===== src/rtl/led_pwm_pkg.sv =====
// Shared types and defaults for the LED PWM current-sink controller.
// State enum, encoding width and default parameter values used by led_pwm_drv and led_pwm_chan.
package led_pwm_pkg;

    localparam int NCH_DEF    = 3;
    localparam int PWM_W_DEF  = 8;
    localparam int CUR_W_DEF  = 10;
    localparam int SETTLE_DEF = 16;
    localparam int STATE_W    = 2;

    typedef enum logic [STATE_W-1:0] {
        ST_IDLE   = 2'd0,
        ST_SETTLE = 2'd1,
        ST_RUN    = 2'd2,
        ST_DRAIN  = 2'd3
    } state_t;

    // Channel-select width that stays legal for a single-channel build.
    function automatic int ch_width(input int n);
        return (n > 1) ? $clog2(n) : 1;
    endfunction

endpackage


===== src/rtl/led_pwm_chan.sv =====
// One LED channel: shadow/active duty and current registers, PWM comparator and gated leg mask.
// With LED_RAMP_EN defined, a per-channel ramp mask soft-starts the current legs.
module led_pwm_chan
    import led_pwm_pkg::*;
#(
    parameter int PWM_W = PWM_W_DEF,
    parameter int CUR_W = CUR_W_DEF
) (
    input  logic             clk,
    input  logic             rst_n,
    input  logic             cfg_wr,
    input  logic [PWM_W-1:0] cfg_duty,
    input  logic [CUR_W-1:0] cfg_cur,
    input  logic             period_start,
`ifdef LED_RAMP_EN
    input  logic             ramp_clr,
`endif
    input  logic             active,
    input  logic [PWM_W-1:0] cnt_next,
    output logic             led_pwm,
    output logic [CUR_W-1:0] led_cbit
);

    logic [PWM_W-1:0] duty_s_reg, duty_a_reg, duty_a_next;
    logic [CUR_W-1:0] cur_s_reg, cur_a_reg, cur_a_next;
    logic [CUR_W-1:0] cur_eff_next;
    logic             pwm_reg, pwm_next;
    logic [CUR_W-1:0] cbit_reg;

    // A write landing on the period-start edge forwards straight into the active copy.
    assign duty_a_next = period_start ? (cfg_wr ? cfg_duty : duty_s_reg) : duty_a_reg;
    assign cur_a_next  = period_start ? (cfg_wr ? cfg_cur  : cur_s_reg)  : cur_a_reg;
    assign pwm_next    = active && (cnt_next < duty_a_next);

`ifdef LED_RAMP_EN
    logic [CUR_W-1:0] rm_reg, rm_next, rm_shift;

    generate
        if (CUR_W > 1) begin : g_shift
            assign rm_shift = {rm_reg[CUR_W-2:0], 1'b1};
        end else begin : g_shift1
            assign rm_shift = 1'b1;
        end
    endgenerate

    assign rm_next      = ramp_clr ? '0 : (period_start ? rm_shift : rm_reg);
    assign cur_eff_next = cur_a_next & rm_next;

    always_ff @(posedge clk or negedge rst_n) begin
        if (!rst_n) begin
            rm_reg <= '0;
        end else begin
            rm_reg <= rm_next;
        end
    end
`else
    assign cur_eff_next = cur_a_next;
`endif

    always_ff @(posedge clk or negedge rst_n) begin
        if (!rst_n) begin
            duty_s_reg <= '0;
            cur_s_reg  <= '0;
            duty_a_reg <= '0;
            cur_a_reg  <= '0;
            pwm_reg    <= 1'b0;
            cbit_reg   <= '0;
        end else begin
            if (cfg_wr) begin
                duty_s_reg <= cfg_duty;
                cur_s_reg  <= cfg_cur;
            end
            duty_a_reg <= duty_a_next;
            cur_a_reg  <= cur_a_next;
            pwm_reg    <= pwm_next;
            cbit_reg   <= pwm_next ? cur_eff_next : '0;
        end
    end

    assign led_pwm  = pwm_reg;
    assign led_cbit = cbit_reg;

endmodule


===== src/rtl/led_pwm_drv.sv =====
// Multi-channel LED current-sink controller: bias sequencing FSM, settle and period counters.
// Optional soft-start ramp of current legs is enabled by defining LED_RAMP_EN.
module led_pwm_drv
    import led_pwm_pkg::*;
#(
    parameter  int NCH    = NCH_DEF,
    parameter  int PWM_W  = PWM_W_DEF,
    parameter  int CUR_W  = CUR_W_DEF,
    parameter  int SETTLE = SETTLE_DEF,
    localparam int CH_W   = ch_width(NCH)
) (
    input  logic                 clk,
    input  logic                 rst_n,
    input  logic                 en,
    input  logic                 poc,
    input  logic                 cfg_we,
    input  logic [CH_W-1:0]      cfg_ch,
    input  logic [PWM_W-1:0]     cfg_duty,
    input  logic [CUR_W-1:0]     cfg_cur,
    output logic                 bias_en,
    output logic [NCH-1:0]       led_pwm,
    output logic [NCH*CUR_W-1:0] led_cbit,
    output logic                 busy
);

    localparam int SET_W = (SETTLE > 1) ? $clog2(SETTLE) : 1;
    localparam logic [PWM_W-1:0] CNT_MAX   = {{(PWM_W-1){1'b1}}, 1'b0};
    localparam logic [SET_W-1:0] SET_LAST  = SET_W'(SETTLE - 1);

    state_t           state_reg, state_next;
    logic [PWM_W-1:0] cnt_reg, cnt_next;
    logic [SET_W-1:0] settle_reg, settle_next;
    logic             on_reg;
    logic             wrap, period_start, active;

    assign wrap   = (cnt_reg == CNT_MAX);
    assign active = (state_next == ST_RUN) || (state_next == ST_DRAIN);

    always_comb begin
        state_next   = state_reg;
        cnt_next     = cnt_reg;
        settle_next  = settle_reg;
        period_start = 1'b0;
        if (poc) begin
            state_next  = ST_IDLE;
            cnt_next    = '0;
            settle_next = '0;
        end else begin
            case (state_reg)
                ST_IDLE: begin
                    cnt_next    = '0;
                    settle_next = '0;
                    if (en) state_next = ST_SETTLE;
                end
                ST_SETTLE: begin
                    if (!en) begin
                        state_next  = ST_IDLE;
                        settle_next = '0;
                    end else if (settle_reg == SET_LAST) begin
                        state_next   = ST_RUN;
                        cnt_next     = '0;
                        settle_next  = '0;
                        period_start = 1'b1;
                    end else begin
                        settle_next = settle_reg + 1'b1;
                    end
                end
                ST_RUN: begin
                    cnt_next     = wrap ? '0 : cnt_reg + 1'b1;
                    period_start = wrap;
                    if (!en) state_next = ST_DRAIN;
                end
                ST_DRAIN: begin
                    // The draining period finishes untouched; en decides only at the wrap.
                    cnt_next = wrap ? '0 : cnt_reg + 1'b1;
                    if (wrap) begin
                        if (en) begin
                            state_next   = ST_RUN;
                            period_start = 1'b1;
                        end else begin
                            state_next = ST_IDLE;
                        end
                    end
                end
                default: begin
                    state_next = ST_IDLE;
                    cnt_next   = '0;
                end
            endcase
        end
    end

    always_ff @(posedge clk or negedge rst_n) begin
        if (!rst_n) begin
            state_reg  <= ST_IDLE;
            cnt_reg    <= '0;
            settle_reg <= '0;
            on_reg     <= 1'b0;
        end else begin
            state_reg  <= state_next;
            cnt_reg    <= cnt_next;
            settle_reg <= settle_next;
            on_reg     <= (state_next != ST_IDLE);
        end
    end

    assign bias_en = on_reg;
    assign busy    = on_reg;

`ifdef LED_RAMP_EN
    logic ramp_clr;
    assign ramp_clr = (state_reg == ST_IDLE) && (state_next == ST_SETTLE);
`endif

    genvar gi;
    generate
        for (gi = 0; gi < NCH; gi++) begin : g_chan
            logic cfg_wr;
            assign cfg_wr = cfg_we && (int'(cfg_ch) == gi);

            led_pwm_chan #(
                .PWM_W (PWM_W),
                .CUR_W (CUR_W)
            ) u_chan (
                .clk          (clk),
                .rst_n        (rst_n),
                .cfg_wr       (cfg_wr),
                .cfg_duty     (cfg_duty),
                .cfg_cur      (cfg_cur),
                .period_start (period_start),
`ifdef LED_RAMP_EN
                .ramp_clr     (ramp_clr),
`endif
                .active       (active),
                .cnt_next     (cnt_next),
                .led_pwm      (led_pwm[gi]),
                .led_cbit     (led_cbit[gi*CUR_W +: CUR_W])
            );
        end
    endgenerate

endmodule


===== config.mk =====
export PLATFORM = sky130hd
export DESIGN_NAME = led_pwm_drv
export DESIGN_NICKNAME = d
export VERILOG_FILES = /design/src/rtl/led_pwm_pkg.sv /design/src/rtl/led_pwm_chan.sv /design/src/rtl/led_pwm_drv.sv
export SDC_FILE = /design/constraint.sdc
export NUM_CORES = 1
export LEC_CHECK = 0
export ABC_AREA = 1
export CAP_MARGIN = 20
export CORE_MARGIN = 2
export CORE_UTILIZATION = 35
export DETAILED_ROUTE_END_ITERATION = 8
export GPL_TIMING_DRIVEN = 0
export MAX_ROUTING_LAYER = met4
export SYNTH_ARGS = -nofsm -noshare
export SYNTH_HDL_FRONTEND = slang
export SYNTH_SLANG_ARGS = --single-unit

===== constraint.sdc =====
create_clock -name clk -period 3.15 [get_ports clk]
set_input_delay 0.315 -clock clk [delete_from_list [all_inputs] [get_ports clk]]
set_output_delay 0.315 -clock clk [all_outputs]
set_load 0.05 [all_outputs]

* After elaboration in Yosys (flattened, before gate mapping)
Cells that the tools add are included.
** Storage, ports and cells
- Register bits :: 156
- Output and inout port bits :: 35
** Operators by class
- Add/subtract/negate cells :: 2
- Multiplexer cells :: 38
- Reductions and logical operators :: 12
- Eq/ne operators :: 9
- Order comparisons :: 3
** Operators by type and width (number)
- $mux W10 :: 9
- $mux W8 :: 10
- $lt A8 B8 Y1 :: 3
- $pmux W8 S3 :: 1
- $mux W2 :: 7
- $eq A2 B2 Y1 const B :: 6
- $mux W4 :: 3
- $add A8 B1 Y8 const B :: 1
- $eq A8 B8 Y1 const B :: 1
- $pmux W2 S4 :: 1
- $pmux W4 S2 :: 1
- $logic_and A1 B1 Y1 :: 6
- $mux W1 :: 5
- $add A4 B1 Y4 const B :: 1
- $eq A4 B4 Y1 const B :: 1
- $logic_not A2 Y1 :: 2
- $pmux W1 S3 :: 1
- $reduce_bool A3 Y1 :: 1
- $eq A2 B1 Y1 const B :: 1
- $reduce_bool A2 Y1 :: 1
- $reduce_or A2 Y1 :: 1
- $logic_or A1 B1 Y1 :: 1

* Longest topological paths before layout
Gate-level depths: netlist (run 1).
- Word-level depth :: 9
- Depth in mapped cells :: 20
- Gate-level depth less buffers :: 17

* Modules after synthesis
From an unflattened synthesis (run 1), not the netlist that was laid out.
** Unflattened totals
- Cell total of the unflattened synthesis :: 745
- Area, all modules :: 6875.3 µm²
** Modules (own cells, without submodules)
- led_pwm_chan (g_chan[0].u_chan ...) :: times used 2, seq. area each 1176.1 µm², cells each 205, area an instance 1956.9 µm²
- led_pwm_chan (g_chan[1].u_chan) :: times used 1, seq. area each 1176.1 µm², cells each 202, area an instance 1945.6 µm²
- led_pwm_drv :: times used 1, seq. area each 375.4 µm², cells each 133, area an instance 1016.0 µm²

* Worst setup path before layout (run 1)
OpenSTA, ideal clock, no wires.
- Kind :: reg-to-reg
- Start point :: reg cnt_reg[0]
- End point :: reg g_chan[2].u_chan.cbit_reg[0]
- Slack :: 0.680 ns
- Arrival time :: 2.344 ns
- Required time :: 3.024 ns
- Clock period less this slack :: 2.470 ns
- Library setup time :: 0.126 ns
- Stages on the path, launching flop included :: 19
- Path buffers :: 3
- Path through :: dfrtp_1 > inv_1 > ha_1 > nand2_1 > nor2_2 > nand2_2 > nand2_1 > nand3_4 > buf_2 > buf_2 > nand2_1 > o21ai_0 > ha_1 > nand2_1 > o21ai_0 > nor2_1 > nand2_1 > buf_6 > nor2_2
** Between the ends
- Cells in the longest elaborated chain, start to end :: 8
** RTL lines
- start: declaration :: line led_pwm_drv.sv:31 : logic [PWM_W-1:0] cnt_reg, cnt_next;
- start signal: assignment :: line led_pwm_drv.sv:101 : cnt_reg <= cnt_next;
- branches (longest 7 deep; another with $add A8 B1 Y8)
- $mux W10 (*) :: line led_pwm_chan.sv:76 : cbit_reg <= pwm_next ? cur_eff_next : '0;
- end signal: assignment :: line led_pwm_chan.sv:76
- end: declaration :: line led_pwm_chan.sv:28 : logic [CUR_W-1:0] cbit_reg;
Mark *: on every way between the ends.
A chain may end at the register's enable or synchronous reset.

* Worst setup path after layout (run 1)
- Start point :: reg cnt_reg[0]
- End point :: reg g_chan[2].u_chan.cbit_reg[8]
The elaborated chain is that of the path after synthesis.

==> results.md, run 1 <==
- The number of antenna violations at the first check in global routing is 0.
- Counting stages on the worst path, the most repeated cell is sky130_fd_sc_hd__nand2_2.
- At the pin with the least slew margin, the transition time is a little over 0.6 ns.
- In this run the critical register-to-register path is captured at g_chan[2].u_chan.led_cbit[8].
- In this run the power density over the cells is between 600 and 700 nW/um2.
- The largest net degree at the start of global routing is approximately 110.
- For this run, the number of Yosys warnings is 0.
- The core outline area is approximately 19000 um2.
- The total die area is between 20000 and 25000 um2.
- The kind of launch point of the worst setup path is a flip-flop.
- The filler cells instantiated in the layout total between 1500 and 2000.
- Data on the critical path is required at its endpoint by about 3.5 ns.
- A synthesized cell averages ~9 um2.
- Counting cells, the worst reg-to-reg path comes to 16.
- The final number of hold-violating endpoints is 0.
- The relative area change from synthesis to final layout is 24.4%.
- The count of buffers inserted at the top-level ports is between 50 and 60.
- The final setup violation count is 0.
- For this run, the detailed router's first-pass iteration total came to 5.
- The kind of critical path is reg -> reg.
- In this run the cell area of the synthesized design comes to 6740 um2.
- Ranked by total cell area, the synthesized netlist is headed by sky130_fd_sc_hd__dfrtp_1 58%, sky130_fd_sc_hd__nand2_1 8.9%, sky130_fd_sc_hd__inv_1 8.1%, sky130_fd_sc_hd__o21ai_0 6.2%, sky130_fd_sc_hd__ha_1 4.5%.
- The number of maximum-capacitance violations is 0.
- The antenna diode count is 0.
- The cell class contributing the biggest share of worst-path delay is simple AND/OR/NAND/NOR gates.
- The headroom to the max-slew limit is around 58%.
- The slack of the worst reg-to-reg path is 0.24 ns.
- Counting the buffers created by CTS gives 17.
- For this design the static power due to leakage is between 4 and 5 nW.
- The setup clock skew after layout is 0.0118 ns.
- The number of gates on the worst path with buffers counted is 16.
- The final weighted congestion in routability-driven placement is a little over 0.8.
- The net total in the final layout is 884.
- Summed over all layers, the global routing overflow is 0.
- The largest fanout on the critical path is 10.
- The flow ran to the end, and the final reports show no timing, DRC or antenna violations.
- Summed over all failing endpoints, the final setup total negative slack is 0 ns.
- The die is 143 um tall.
- The top cell type's share of synthesized area is between 50 and 60%.
- The post-route DRC violation count is 0.
- OpenSTA, run right after detailed placement, puts the worst setup slack at -0.0976 ns.
- The count of nets left with antenna violations after detail routing is 0.
- The number of global-route vias before repair came to between 4000 and 5000.
- The clock passes through at most 2 buffers.
- On the critical path, the stage with the largest delay is an instance of sky130_fd_sc_hd__dfrtp_1.
- The startpoint identified for the worst register-to-register timing path is cnt_reg[0].
- The shortest clock period the worst path allows after layout is 2.91 ns.
- The HPWL after detailed placement is slightly above 10000 um.
- After technology mapping, the gate count stands at approximately 750.
- The number of placement rows is 50.
- CTS built an H-tree with a depth of 4.
- The delay of the slowest cell on the worst path is roughly 0.4 ns.
- The largest area contributor in the synthesized netlist is sky130_fd_sc_hd__dfrtp_1.
- In the finished design, the share of the clock period the worst path needs comes to roughly 92%.
- The number of synthesized register bits is between 150 and 200.
- The first routing iteration left between 200 and 300 violations.
- In the final layout, the multi-input gates occupy between 2000 and 2500 um2.
- The horizontal die dimension is 143 um.
- Dividing the detail-routed via count by the number of cells gives about 4.4.
- The final-report max-slew violation count is 0.
- Timing would allow up to 343 MHz.
- In the global route stage, overall resource usage came out at between 10% and 20%.
- The root buffer cell chosen for the clock tree is sky130_fd_sc_hd__clkbuf_16.
- The number of I/O pins is 60.
- Once the floorplan was initialized, standard cells occupied between 30% and 40% of the core.
- STA puts the critical path data arrival time at roughly 3.3 ns.
- The CTS tree is done.
- The average wire per standard cell is roughly 13 um.
- The maximum vdd ir drop is about 390 uV.
- The layout cell share with drive strength beyond 1 is between 10% and 20%.
- The first-pass GRT wire length is around 24000 um.
- The sequential share of the synthesized area is between 50% and 60%.
- Traced cell by cell, the critical path runs through inv_1 > ha_1 > nand2_1 > nor2_4 > nand2_2 > nand2_2 > nand3_4 > clkbuf_1 > o21ai_0 > ha_1 > a21oi_1 > o21ai_0 > nor2_1 > nand2_2 > buf_8 > nor2_2.
- The count of clock tree sinks is 156.
- The vias after detailed routing is 4785.
- The number of buffers and inverters on the critical path is 3.
- Global routing consumed, on the met1 layer, between 10% and 20% of the routing resources.
- Global routing used 3.09% of the available met3 tracks.
- The classification of the worst-slack hold path is in -> async.
- The count of different cell masters after synthesis is 29.
- Counting every net in the synthesized netlist gives around 800.
- The worst hold-check slack is about 0.37 ns.
- Clock-pin slew was measured on the worst setup and hold paths at 0.07 ns.
- Setup repair after global routing left no endpoint under its margin.
- The aggregate routed wire length is between 10000 and 15000 um.
- The later pin in the worst-skew pair is clocked with a latency of between 0.4 and 0.5 ns.
- Setup slack on the critical path of the routed design comes to 0.238 ns.
- STA classifies the critical path endpoint as a flip-flop.
- The most heavily used metal layer in global routing is met2.
- The met2 routing resource usage after global routing is approximately a quarter.
- Registers take 3900 um2.
## metal layers
layer | wire, um | up-vias | part of all wire, %
li1 | - | 2466 | -
met1 | 6730 | 2226 | 47
met2 | 6950 | 69 | 48
met3 | 385 | 24 | 2.7
met4 | 299 | 0 | 2.1
met5 | 0 | - | 0
## power breakdown
part           internal [mW]  total, mW  leakage [nW]  switching [mW]
sequential              2.26       2.33          1.85          0.0703
combinational          0.247      0.703          2.12           0.457
clock                   1.36       2.18         0.309           0.825
total                   3.87       5.22          4.27            1.35
## per-stage QoR
step / cells / util, % / power, mW / cell area, um2
floorplan: 752 / - / 2.84 / 6740
global placement: 1045 / 40.6 / 3.04 / 7620
detailed placement: 1046 / 40.8 / 3.07 / 7650
CTS: 1079 / 44.2 / 5.27 / 8300
global route: 1082 / 44.7 / 5.50 / 8380
finish: 1082 / 44.7 / 5.22 / 8380
## logic make-up after synthesis
family | after synthesis | share of synthesized area [%]
AOI/OAI and AO/OA | 142 | 10.9
and+or+nand+nor | 240 | 15.4
buffers and inverters | 190 | 11.3
adders and majority gates | 24 | 4.46
DFF | 156 | 57.9
## cell type report
class | instances | area share [%]
repair buffers | 64 | 7.82
plain buffers | 28 | 2.03
clock inverters | 12 | 2.22
flip-flops and latches | 156 | 46.6
well taps | 234 | 3.49
inverters | 162 | 7.25
multi-input cells | 406 | 25.3
clock buffers | 20 | 5.33
## synth_stat cells
library cell	count
sky130_fd_sc_hd__o21bai_1	1
sky130_fd_sc_hd__and3_1	1
sky130_fd_sc_hd__clkinv_1	1
sky130_fd_sc_hd__nor3_1	1
sky130_fd_sc_hd__nand4_1	3
sky130_fd_sc_hd__nand3_4	1
sky130_fd_sc_hd__buf_2	9
sky130_fd_sc_hd__nand2_1	159
sky130_fd_sc_hd__inv_1	146
sky130_fd_sc_hd__a211oi_1	3
sky130_fd_sc_hd__ha_1	24
sky130_fd_sc_hd__buf_4	4
sky130_fd_sc_hd__a221oi_1	2
sky130_fd_sc_hd__o21ai_0	83
sky130_fd_sc_hd__and2_1	3
sky130_fd_sc_hd__nor2_2	29
sky130_fd_sc_hd__o22ai_1	1
sky130_fd_sc_hd__a21oi_1	18
sky130_fd_sc_hd__o21ai_1	32
sky130_fd_sc_hd__dfrtp_1	156
sky130_fd_sc_hd__inv_2	15
sky130_fd_sc_hd__a21oi_2	1
sky130_fd_sc_hd__nand2_2	3
sky130_fd_sc_hd__o211ai_1	1
sky130_fd_sc_hd__or2_2	1
sky130_fd_sc_hd__nor2_1	23
sky130_fd_sc_hd__buf_6	3
sky130_fd_sc_hd__nand3_1	16
sky130_fd_sc_hd__clkbuf_1	12
## cell usage in the layout (no fill, tap or decap), types with 6 or more instances in the layout
cell type / n
sky130_fd_sc_hd__clkbuf_16: 17
sky130_fd_sc_hd__buf_2: 6
sky130_fd_sc_hd__nand2_2: 6
sky130_fd_sc_hd__buf_4: 8
sky130_fd_sc_hd__dfrtp_1: 156
sky130_fd_sc_hd__clkbuf_1: 13
sky130_fd_sc_hd__nand3_1: 16
sky130_fd_sc_hd__nand2_1: 156
sky130_fd_sc_hd__clkdlybuf4s50_1: 58
sky130_fd_sc_hd__ha_1: 24
sky130_fd_sc_hd__a21oi_1: 17
sky130_fd_sc_hd__nor2_1: 23
sky130_fd_sc_hd__o21ai_1: 28
sky130_fd_sc_hd__nor2_2: 28
sky130_fd_sc_hd__inv_2: 15
sky130_fd_sc_hd__inv_1: 146
sky130_fd_sc_hd__o21ai_0: 83
## how the worst max path moves through the flow
stage	endpoint	start	slack (ns)
floorplan	g_chan[2].u_chan.led_cbit[0]	cnt_reg[0]	0.68
global placement	g_chan[1].u_chan.duty_a_reg[5]	rst_n	-4.73
detailed placement	g_chan[1].u_chan.led_cbit[8]	cfg_ch[1]	-0.1
CTS	g_chan[1].u_chan.led_cbit[8]	cnt_reg[0]	0.01
global route	g_chan[1].u_chan.led_cbit[7]	cnt_reg[0]	0.01
finish	g_chan[2].u_chan.led_cbit[8]	cnt_reg[0]	0.24
## what timing repair did
action | in CTS | in global routing
hold endpoints to repair | 45 | 0
resized for setup | 0 | 21
hold buffers | 1 | 0
endpoints found under the setup margin | 0 | 33
setup buffers | 0 | 3
## worst register-to-register path: stages, from the launching register on
cell	delay, ns
sky130_fd_sc_hd__dfrtp_1	0.40
sky130_fd_sc_hd__inv_1	0.10
sky130_fd_sc_hd__ha_1	0.17
sky130_fd_sc_hd__nand2_1	0.09
sky130_fd_sc_hd__nor2_4	0.11
sky130_fd_sc_hd__nand2_2	0.09
sky130_fd_sc_hd__nand2_2	0.11
sky130_fd_sc_hd__nand3_4	0.11
sky130_fd_sc_hd__clkbuf_1	0.25
sky130_fd_sc_hd__o21ai_0	0.36
sky130_fd_sc_hd__ha_1	0.32
sky130_fd_sc_hd__a21oi_1	0.14
sky130_fd_sc_hd__o21ai_0	0.10
sky130_fd_sc_hd__nor2_1	0.12
sky130_fd_sc_hd__nand2_2	0.10
sky130_fd_sc_hd__buf_8	0.16
sky130_fd_sc_hd__nor2_2	0.10
Power figures use the tool's default switching activity.
==> run 2, diff against run 1 <==
--- a/config.mk
+++ b/config.mk
@@ -9,9 +9,11 @@
 export CAP_MARGIN = 20
 export CORE_MARGIN = 2
 export CORE_UTILIZATION = 35
+export CTS_BUF_LIST = sky130_fd_sc_hd__clkbuf_4 sky130_fd_sc_hd__clkbuf_8
 export DETAILED_ROUTE_END_ITERATION = 8
 export GPL_TIMING_DRIVEN = 0
 export MAX_ROUTING_LAYER = met4
 export SYNTH_ARGS = -nofsm -noshare
 export SYNTH_HDL_FRONTEND = slang
+export SYNTH_HIERARCHICAL = 1
 export SYNTH_SLANG_ARGS = --single-unit
==> run 2 against run 1 <==
  * First-iteration DRC count decreased by 2.4%
  * Non-clock buffer count decreased by 5
  * Largest cell class unchanged
  * Power decreased by 3.9%
  * Sequential power increased by 7%
  * Highest routed layer unchanged
  * Synthesized cell count decreased by 0.93%
  * Combinational power increased by 52%
  * Synthesized area increased by 2.0%
  * Cell count increased by 2.0%
  * Critical path type unchanged
==> results.md, run 2 <==
- The largest area contributor in the synthesized netlist is sky130_fd_sc_hd__dfrtp_1 (unchanged).
- The part of the total power dissipated in the clock network is 29.1% (was 41.8%).
- The cell count after synthesis is 745 (was 752).
- The part of the cycle the worst path needs came to 95.4% (was 92.4%).
- The total die area came to 20800 um2 (was 20400 um2).
- The HPWL after detailed placement is 10100 um (about the same).
- The commonest non-fill, non-tap cell in the layout is sky130_fd_sc_hd__nand2_1.
- The final number of hold-violating endpoints is 0 (unchanged).
- The measured slew at the worst slew-check pin is 0.658 ns (was 0.623 ns).
- The vertical extent of the die is 144 um (was 143 um).
- The origin of the worst setup path was cnt_reg[0] (unchanged).
- The overall fraction of global-route tracks in use is 15.4% (was 15.8%).
- The sequential share of the synthesized area is 56.8% (was 57.9%).
- Leading post-synthesis cells by cell area: sky130_fd_sc_hd__dfrtp_1 57%, sky130_fd_sc_hd__nand2_1 12%, sky130_fd_sc_hd__or2_2 4.6%, sky130_fd_sc_hd__inv_1 4.5%, sky130_fd_sc_hd__ha_1 4.4% (was sky130_fd_sc_hd__dfrtp_1 58%, sky130_fd_sc_hd__nand2_1 8.9%, sky130_fd_sc_hd__inv_1 8.1%, sky130_fd_sc_hd__o21ai_0 6.2%, sky130_fd_sc_hd__ha_1 4.5%).
- The post-detailed-placement cell area is 7820 um2 (was 7650 um2).
- The count of clock tree sinks is 156 (unchanged).
- The post-layout total power is 5.01 mW (was 5.22 mW).
- Setup repair after global routing missed its margin: false (unchanged).
- The power density over the cells is 606 nW/um2 (was 622 nW/um2).
- The top cell type's share of synthesized area is 56.8% (was 57.9%).
- The post-layout instance area is 8270 um2 (was 8380 um2).
- The largest fanout on the critical path came to 19 (was 10).
- Top library cells by usage in the layout, fill and taps aside: 220 x sky130_fd_sc_hd__nand2_1, 156 x sky130_fd_sc_hd__dfrtp_1, 83 x sky130_fd_sc_hd__inv_1 (was 156 x sky130_fd_sc_hd__nand2_1, 156 x sky130_fd_sc_hd__dfrtp_1, 146 x sky130_fd_sc_hd__inv_1).
- The kind of end point of the critical path is a flip-flop (unchanged).
- The post-route DRC violation count is 0 (unchanged).
- The source of the worst hold timing path is poc.
- The number of I/O pins is 60 (unchanged).
- The footprint of the flip-flops and latches was 3900 um2 (unchanged).
- The final setup violation count was 0 (unchanged).
- The horizontal die dimension is 144 um (was 143 um).
- Commonest cells post-synth: 220 x sky130_fd_sc_hd__nand2_1, 156 x sky130_fd_sc_hd__dfrtp_1, 83 x sky130_fd_sc_hd__inv_1 (was 159 x sky130_fd_sc_hd__nand2_1, 156 x sky130_fd_sc_hd__dfrtp_1, 146 x sky130_fd_sc_hd__inv_1).
- The final-report max-slew violation count is 0 (unchanged).
- The beginning of the worst register-to-register path is cnt_reg[0] (unchanged).
- CP Cell Sequence: inv_1 > ha_1 > inv_1 > nor2_4 > nand2_4 > nand2_1 > nand2_1 > a21oi_4 > buf_4 > buf_8 > or2_2 > o21ai_0 > ha_1 > a21oi_1 > nor2_1 > a211oi_2 > nand2_2 > buf_6 > nor2_1 (was inv_1 > ha_1 > nand2_1 > nor2_4 > nand2_2 > nand2_2 > nand3_4 > clkbuf_1 > o21ai_0 > ha_1 > a21oi_1 > o21ai_0 > nor2_1 > nand2_2 > buf_8 > nor2_2).
- The average wire per standard cell came to 13.1 um (was 13.3 um).
- The layout filler cell count is 1935 (was 1828).
- The number of buffers added by the clock tree synthesis step is 17 (unchanged).
- The switching fraction of total power was 29.3% (was 25.9%).
- The buffer depth of the longest clock path came to 2 (unchanged).
- The maximum vdd ir drop is 242 uV (was 389 uV).
- The count of different cell masters after synthesis is 36 (was 29).
- The aggregate routed wire length is 14500 um (was 14400 um).
- The initial core utilization is 35.4% (was 35.9%).
- The detailed router's first-iteration violation count is 289 (was 296).
- The area of the multi-input gates was 2460 um2 (was 2120 um2).
- The number of flops mapped to enable cells by yosys was 0 (unchanged).
- The detailed-route vias per instance is 4.30 (was 4.42).
- The clock latency of the later-clocked register in the worst-skew pair is 0.45 ns (was 0.43 ns).
- The required time at the worst-slack endpoint was 3.53 ns (was 3.50 ns).
- The reported net switching power is 1.47 mW (was 1.35 mW).
- The net total in the final layout is 875 (was 884).
- The count of buffers inserted at the top-level ports is 58 (was 59).
- The kind of critical path is reg -> reg (unchanged).
- The net count after synthesis is 794 (was 801).
- The headroom to the max-slew limit is 56.1% (was 58.4%).
- The setup clock skew after layout was 0.0113 ns (was 0.0118 ns).
- Outcome: finished clean (unchanged).
- The sequential power share is 49.6% (was 44.7%).
- The prevailing post-synth register cell is sky130_fd_sc_hd__dfrtp_1 (unchanged).
- The kind of launch point of the worst setup path is a flip-flop (unchanged).
- The most common cell in the synthesized netlist is sky130_fd_sc_hd__nand2_1 (unchanged).
- The cell with the largest stage delay on the worst path is sky130_fd_sc_hd__dfrtp_1 (unchanged).
- The number of synthesized register bits came to 156 (unchanged).
- The clock input transition at the sequential cells of the worst setup and hold paths came to 0.09 ns (was 0.07 ns).
- The first-pass GRT wire length came to 23700 um (was 24200 um).
- The cell chosen for the clock root is sky130_fd_sc_hd__clkbuf_8 (was sky130_fd_sc_hd__clkbuf_16).
- The shortest clock period the worst path allows after layout is 3.01 ns (was 2.91 ns).
- The core outline area was 19400 um2 (was 18800 um2).
- The remaining global-route overflow was 0 (unchanged).
- The number of maximum-capacitance violations is 0 (unchanged).
- The post-synth design cell area came to 6880 um2 (was 6740 um2).
- The fraction of registers with async set/reset is 100% (unchanged).
- The number of global-route vias before repair was 4521 (was 4842).
- The count of yosys warnings during synthesis is 6 (was 0).
- The deepest level of the CTS H-tree is 4 (unchanged).
- The vias after detailed routing is 4743 (was 4785).
- The layout cell share with drive strength beyond 1 is 18.4% (was 13.3%).
- The number of antenna violations at the first check in global routing is 0 (unchanged).
- The number of placement rows was 51 (was 50).
- The static power due to leakage came to 4.35 nW (was 4.27 nW).
- The classification of the worst-slack hold path is in -> reg (was in -> async).
- The number of detailed-route iterations in the first pass came to 5 (unchanged).
- The largest net degree at the start of global routing is 97 (was 112).
- The cell-internal power came to 3.54 mW (was 3.87 mW).
- The data arrival time of the critical path came to 3.39 ns (was 3.26 ns).
- The antenna diode count was 0 (unchanged).
- The relative area change from synthesis to final layout is 20.3% (was 24.4%).
- The final weighted congestion in routability-driven placement is 0.771 (was 0.825).
- The CTS tree is done (unchanged).
- The delay of the slowest cell on the worst path is 0.40 ns (about the same).
- The count of nets left with antenna violations after detail routing is 0 (unchanged).
- The combinational power share is 21.3% (was 13.5%).
- The average cell area after synthesis is 9.23 um2 (was 8.96 um2).
- The peak clock frequency supported by timing is 333 MHz (was 343 MHz).
run 2: cell count changes in the layout (fill, tap and decap cells not counted), sizes merged, moves of 2 or more:
cell / delta
a211oi: -2
inv: -67
nand2: +70
o21ai: -58
a21oi: -2
clkbuf: -10
nand3: +7
bufinv: -3
or2: +54
xor2: +2
a221oi: -2
buf: +5
run 2: path summary, 6_finish.rpt:
kind                                             endpoint  slack [ns]  cells past startpoint
max                          g_chan[1].u_chan/led_cbit[7]        0.14                     19
min                                         settle_reg[1]        0.26                      2
max reg2reg                  g_chan[1].u_chan/led_cbit[7]        0.14                     19
min reg2reg                g_chan[1].u_chan/duty_s_reg[5]        0.47                      2
max in group asynchronous  g_chan[2].u_chan/duty_a_reg[4]        1.96                      3
min in group asynchronous    g_chan[1].u_chan/led_cbit[2]        0.37                      2
run 2: power by group through the flow:
stage / clock network [mW] / registers, mW / logic (mW)
after detailed placement: 0 / 2.53 / 1.06
after global placement: 0 / 2.52 / 1.02
after CTS: 1.52 / 2.49 / 1.07
after global routing: 1.60 / 2.53 / 1.25
final: 1.46 / 2.49 / 1.07
after floorplan: 0 / 2.51 / 0.803
run 2: per-layer routing:
layer	GRT usage [%]	up-vias	part of all wire, %
li1	-	2450	-
met1	20.9	2213	50
met2	23.1	64	46
met3	3.21	16	2.8
met4	5.37	0	1.6
met5	-	-	0
run 2: repair_timing:
item                                   CTS  global route
setup endpoints to repair               36            30
buffers inserted                         2             3
endpoints found under the hold margin   60             0
gates resized for setup                  3             7
hold buffers                             1             0
run 2: layout make-up:
| cell class | count | area share, % |
|---|---|---|
| sequential | 156 | 47.2 |
| multi-input combinational | 474 | 29.7 |
| timing repair buffer | 65 | 7.98 |
| inverter | 90 | 4.29 |
| tap | 265 | 4.01 |
| clock buffer | 19 | 3.08 |
| buffer | 22 | 2.19 |
| clock inverter | 13 | 1.57 |
run 2: cells by family (layout without fill, tap and decap cells):
| group | count (synthesis) | in the layout | synth area share [%] |
|---|---|---|---|
| AOI/OAI and AO/OA | 76 | 76 | 5.70 |
| xor gates and xnor gates | 2 | 2 | 0.255 |
| adders and majority gates | 24 | 24 | 4.37 |
| buffers and inverters | 115 | 209 | 7.86 |
| DFF | 156 | 156 | 56.8 |
| muxes | 1 | 1 | 0.146 |
| and+or+nand+nor | 371 | 371 | 24.9 |
run 2: critical path: cells and delay by family, from the launching register on:
kind            cells  cell delay [ns]
simple gates        8             0.78
flops               1             0.40
buf+inv             5             0.66
compound gates      4             0.63
fa+ha+maj           2             0.46
run 2: metrics by stage:
step	util, %	hold slack, ns	cells	setup WS (ns)	TNS (ns)
2_1_floorplan	-	0.0194	745	0.142	0
3_3_place_gp	40.1	0.447	1068	-4.69	-760.31
3_5_place_dp	40.3	0.280	1069	-1.14	-32.16
4_1_cts	42.5	0.228	1101	0.0229	0
5_1_grt	42.7	0.255	1104	0.0179	0
6_report	42.7	0.258	1104	0.143	0
